==> src/rtl/uart_pkg.sv <==
// Shared UART definitions: state encoding and oversampling ratio for the
// transmitter and receiver.
package uart_pkg;
  localparam int OVERSAMPLE = 16;

  localparam logic [1:0] ST_IDLE  = 2'd0;
  localparam logic [1:0] ST_START = 2'd1;
  localparam logic [1:0] ST_DATA  = 2'd2;
  localparam logic [1:0] ST_STOP  = 2'd3;

  typedef enum logic [1:0] {
    IDLE  = ST_IDLE,
    START = ST_START,
    DATA  = ST_DATA,
    STOP  = ST_STOP
  } state_e;

  function automatic int max2(input int a, input int b);
    return (a > b) ? a : b;
  endfunction
endpackage

==> src/rtl/uart_tx_if.sv <==
// Byte/strobe side of the UART transmitter plus the baud tick and serial line.
interface uart_tx_if #(parameter int NB_DATA = 8);
  logic               i_s_tick;
  logic               i_tx_start;
  logic [NB_DATA-1:0] i_tx_data;
  logic               o_tx;
  logic               o_tx_done_tick;
  logic               o_tx_busy;

  modport master (output i_s_tick, i_tx_start, i_tx_data,
                  input  o_tx, o_tx_done_tick, o_tx_busy);
  modport slave  (input  i_s_tick, i_tx_start, i_tx_data,
                  output o_tx, o_tx_done_tick, o_tx_busy);
endinterface

==> src/rtl/uart_tx.sv <==
// UART serializer: start bit, NB_DATA data bits LSB first, STOP_TICKS-long
// stop interval, timed by the 16x oversampling baud tick.
module uart_tx
  import uart_pkg::*;
#(
  parameter int NB_DATA    = 8,
  parameter int STOP_TICKS = 16
) (
  input  logic      i_clk,
  input  logic      i_reset,
  uart_tx_if.slave  bus
);
  localparam int TW = $clog2(max2(OVERSAMPLE, STOP_TICKS));
  localparam int BW = (NB_DATA > 1) ? $clog2(NB_DATA) : 1;
  localparam logic [TW-1:0] TICK_LAST = TW'(OVERSAMPLE - 1);
  localparam logic [TW-1:0] STOP_LAST = TW'(STOP_TICKS - 1);
  localparam logic [BW-1:0] BIT_LAST  = BW'(NB_DATA - 1);

  state_e             state_q, state_d;
  logic [TW-1:0]      tick_q, tick_d;
  logic [BW-1:0]      bit_q, bit_d;
  logic [NB_DATA-1:0] sr_q, sr_d;
  logic               tx_q, tx_d;
  logic               done_q, done_d;

  always_ff @(posedge i_clk) begin
    if (i_reset) begin
      state_q <= IDLE;
      tick_q  <= '0;
      bit_q   <= '0;
      sr_q    <= '0;
      tx_q    <= 1'b1;
      done_q  <= 1'b0;
    end else begin
      state_q <= state_d;
      tick_q  <= tick_d;
      bit_q   <= bit_d;
      sr_q    <= sr_d;
      tx_q    <= tx_d;
      done_q  <= done_d;
    end
  end

  always_comb begin
    state_d = state_q;
    tick_d  = tick_q;
    bit_d   = bit_q;
    sr_d    = sr_q;
    done_d  = 1'b0;
    case (state_q)
      IDLE: if (bus.i_tx_start) begin
        sr_d    = bus.i_tx_data;
        tick_d  = '0;
        state_d = START;
      end
      START: if (bus.i_s_tick) begin
        if (tick_q == TICK_LAST) begin
          tick_d  = '0;
          bit_d   = '0;
          state_d = DATA;
        end else tick_d = tick_q + 1'b1;
      end
      DATA: if (bus.i_s_tick) begin
        if (tick_q == TICK_LAST) begin
          tick_d = '0;
          sr_d   = sr_q >> 1;
          if (bit_q == BIT_LAST) state_d = STOP;
          else                   bit_d   = bit_q + 1'b1;
        end else tick_d = tick_q + 1'b1;
      end
      STOP: if (bus.i_s_tick) begin
        if (tick_q == STOP_LAST) begin
          tick_d  = '0;
          state_d = IDLE;
          done_d  = 1'b1;
        end else tick_d = tick_q + 1'b1;
      end
      default: state_d = IDLE;
    endcase

    // Line level follows the next state so o_tx can be a plain register.
    case (state_d)
      START:   tx_d = 1'b0;
      DATA:    tx_d = sr_d[0];
      default: tx_d = 1'b1;
    endcase
  end

  assign bus.o_tx           = tx_q;
  assign bus.o_tx_done_tick = done_q;
  assign bus.o_tx_busy      = (state_q != IDLE);
endmodule

==> src/flat_wrapper.sv <==
// flat-port wrapper written by rule: the top's interface ports become plain ports
module uart_tx_flat import uart_pkg::*;
#(
  parameter int NB_DATA    = 8,
  parameter int STOP_TICKS = 16
)
  (i_clk, i_reset, bus_i_s_tick, bus_i_tx_start, bus_i_tx_data, bus_o_tx, bus_o_tx_done_tick, bus_o_tx_busy);
  uart_tx_if #(.NB_DATA(NB_DATA)) bus_i ();
  input  logic i_clk;
  input  logic i_reset;
  input wire logic [$bits(bus_i.i_s_tick)-1:0] bus_i_s_tick;
  input wire logic [$bits(bus_i.i_tx_start)-1:0] bus_i_tx_start;
  input wire logic [$bits(bus_i.i_tx_data)-1:0] bus_i_tx_data;
  output wire logic [$bits(bus_i.o_tx)-1:0] bus_o_tx;
  output wire logic [$bits(bus_i.o_tx_done_tick)-1:0] bus_o_tx_done_tick;
  output wire logic [$bits(bus_i.o_tx_busy)-1:0] bus_o_tx_busy;
  assign bus_i.i_s_tick = bus_i_s_tick;
  assign bus_i.i_tx_start = bus_i_tx_start;
  assign bus_i.i_tx_data = bus_i_tx_data;
  assign bus_o_tx = bus_i.o_tx;
  assign bus_o_tx_done_tick = bus_i.o_tx_done_tick;
  assign bus_o_tx_busy = bus_i.o_tx_busy;
  uart_tx #(.NB_DATA(NB_DATA), .STOP_TICKS(STOP_TICKS)) u_core (.i_clk(i_clk), .i_reset(i_reset), .bus(bus_i));
endmodule
==> config.mk <==
export PLATFORM = sky130hd
export DESIGN_NAME = uart_tx_flat
export DESIGN_NICKNAME = d
export VERILOG_FILES = /design/src/rtl/uart_pkg.sv /design/src/rtl/uart_tx_if.sv /design/src/rtl/uart_tx.sv /design/src/flat_wrapper.sv
export SDC_FILE = /design/constraint.sdc
export NUM_CORES = 1
export LEC_CHECK = 0
export ABC_AREA = 0
export BUFFER_PORTS_ARGS = -buffer_cell sky130_fd_sc_hd__buf_2
export CAP_MARGIN = 40
export CORE_MARGIN = 3
export CORE_UTILIZATION = 58
export DETAILED_ROUTE_END_ITERATION = 8
export PLACE_DENSITY = 0.85
export SETUP_SLACK_MARGIN = 0.2
export SLEW_MARGIN = 40
export SYNTH_ARGS = -nofsm -noshare
export SYNTH_HDL_FRONTEND = slang
export SYNTH_SLANG_ARGS = --single-unit
==> constraint.sdc <==
create_clock -name i_clk -period 4.1 [get_ports i_clk]
set_input_delay 0.82 -clock i_clk [delete_from_list [all_inputs] [get_ports i_clk]]
set_output_delay 0.82 -clock i_clk [all_outputs]
set_load 0.02 [all_outputs]
==> impl_results.md <==
* Outcome: completed
* H-tree depth at 1
* Vias in the first global route at 732
* Final cell count without fillers at 135
* # DRC at 0
* Via-to-Cell Ratio at 6.45
* Vias at 871
* Critical Path, Cell by Cell: inv_1, nand2_1, buf_2
* Post-CTS Resized at 0
* RSZ-0062 raised after global routing: false
* Yosys synthesis warning count at 0
* Combinational share of power at 0.105
* Max IR drop VDD at 241 µV
* Fin crit share at 0.532
* Switching power total at 0.0000803 W
* Worst Setup Slack, final at 1920 ps
* Final design utilization at 0.684
* CP peak stage delay at 670 ps
* Die Y at 47.4 µm
* Top cells by count, synth: dfxtp_1, a21oi_1, nand3_1, o211ai_1, a32oi_1
* Layout cells sized above 1 at 0.176
* Count of final setup violators at 0
* Top_reg_cell synth: dfxtp_1
* Family with the most delay on the worst path: flip-flops
* Number of synthesized flops with an enable pin at 0
* Clk_skew at 2.16 ps
* Post-Route Setup TNS at 0 ps
* Area share of the largest cell type after synthesis at 0.383
* Post-layout minimum cycle time at 2180 ps
* Initial antenna violation count at 0
* Longest Clk Path Bufs at 2
* Sequential area share after synthesis at 0.383
* Internal at 0.000244 W
* Antenna cells at 0
* PortBufs at 14
* Final hold vios at 0
* Mux contribution to synthesized area at 0.0416
* Fmax at 0.458 GHz
* DRT antenna net count at 0
* Io pins at 15
* Mapped cell area at 992 µm²
* DRT iter0 DRCs at 25
* Placed Cells at 131
* Top-count cell post-synth: dfxtp_1
* Cells after synthesis at 110
* Clock transition at the registers of the reported paths at 110 ps
* First-pass GRT wire length at 3.17 mm
* Area of the core at 1560 µm²
* Clock power frac at 0.286
* Clock Latency Late Sink at 290 ps
* XOR/XNOR Fraction of Synth Area at 0.00883
* Crit path max fanout at 17
* WL/cell at 15.3 µm
* Least-Margin Pin Slew at 647 ps
* Mapped Nets at 125
* Share of total power in sequential cells at 0.609
* Postcts setup bufs at 0
* P&R area growth vs syn at 7.44%
* Pins Over Slew Limit at 0
* Post-synthesis adder-cell area fraction at 0.0378
* Area leader, netlist: dfxtp_1
* Worst path slowest cell: dfxtp_1
* Hold Slack at 492 ps
* Initial Utilization at 0.636
* Synth Area in Compound Gates at 0.257
* Setup crit end kind: primary output
* GR Overflow Total at 0
* Kind of start point of the critical path: register
* CP Class: register to primary output
* Data required, critical path at 3280 ps
* Num rows at 14
* Main combinational cell family by area after synthesis: compound AO/OA/AOI/OAI gates
* Post-synthesis async set-or-reset flop share at 0
* Largest cells by area after synthesis: dfxtp_1, o211ai_1, a21oi_1
* Slew margin rel. at 0.568
* DRT Wirelength at 2.06 mm
* FF+latch count, synth at 19
* Max-cap viol count at 0
* Power per cell area at 304 nW/µm²
* Avg Cell Area, Syn at 9.02 µm²
* Buf+Inv Stages, Crit Path at 2
* CTS Buf Count at 3
* WP data arrival at 1360 ps
* Iteration count of the initial detailed-routing pass at 4
* Largest net degree at the start of global routing at 24
* Routability Congestion at 0.779
* Die area at 2240 µm²
* Leakage at 0.381 nW
* DP Wirelength at 1.32 mm
* Hold buffer count at CTS at 0
* Die W at 47.4 µm
* All-Layer GR Usage at 0.199
* Root Driver: clkbuf_4
* CTS tree: built
* Place WS at 1920 ps
* Simple-Gate Fraction of Synth Area at 0.221
* Nets at 135
* Post-synth cell types at 38
* Sw Ratio at 0.247
* Worst reg-to-reg setup slack at 2200 ps
* Sink Count at 19
* Min-Delay Path Class: register to register
tightest hold or removal path: stages, from the launching register on:
cell	delay, ps
dfxtp_1	330
nand2b_1	70
mux2i_1	60
layout by cell type (no fill, tap or decap), types with 2 or more instances in the layout:
master    instances
a21oi_1          11
a31oi_1           2
a32oi_1           6
buf_2            14
clkbuf_4          3
dfxtp_1          19
ha_1              3
inv_1             2
mux2i_1           3
nand2_1           4
nand2b_1          2
nand3_1           9
nand3b_1          3
nor2_1            3
nor2b_1           2
nor3_1            2
o211ai_1          8
o21ai_0           2
or2b_1            2
area by class of cell:
cell class              count  area (µm²)
clock buffers               4        26.3
repair buffers             14        70.1
multi-input cells          80         562
well taps                  16        20.0
inverters                   2        7.51
flip-flops and latches     19         380
fillers                   127         493
kinds of logic after synthesis:
kind of cell    after synthesis
compound gates               36
simple gates                 36
flops                        19
buf+inv                      11
mux                           4
fa+ha+maj                     3
xor+xnor                      1
flip-flops by register name (all words and copies together) (netlist names):
| name | flops |
|---|---|
| u_core.state_q | 2 |
| u_core.bus.o_tx_done_tick | 1 |
| u_core.sr_q | 8 |
| u_core.tick_q | 4 |
| u_core.bit_q | 3 |
| u_core.bus.o_tx | 1 |
through the flow:
stage | total power [W] | instance area [µm²]
after detailed placement | 0.000235 | 1040
after global routing | 0.000340 | 1070
final | 0.000324 | 1070
after global placement | 0.000234 | 1040
after CTS | 0.000328 | 1070
after floorplan | 0.000224 | 992
worst paths after layout:
| check | from | cells past startpoint | to |
|---|---|---|---|
| max | u_core.state_q[0] | 3 | bus_o_tx_busy |
| min | u_core.bit_q[1] | 2 | u_core.bit_q[1] |
| max reg2reg | u_core.tick_q[0] | 4 | u_core.bit_q[0] |
| min reg2reg | u_core.bit_q[1] | 2 | u_core.bit_q[1] |
power by group through the flow:
stage               combinational, W  sequential, W  clock (W)
global route               0.0000375       0.000199   0.000104
detailed placement         0.0000337       0.000202          0
CTS                        0.0000341       0.000198  0.0000967
finish                     0.0000340       0.000198  0.0000929
floorplan                  0.0000241       0.000200          0
global placement           0.0000327       0.000201          0
metal layers:
metal | part of all wire | up-vias | global-route usage
met5 | 0 | - | 0
met1 | 0.46 | 410 | 0.247
met3 | 0.050 | 2 | 0.0498
li1 | - | 437 | -
met2 | 0.48 | 22 | 0.334
met4 | 0.0068 | 0 | 0.0663
No activity file was read; power rests on OpenSTA's default activity.
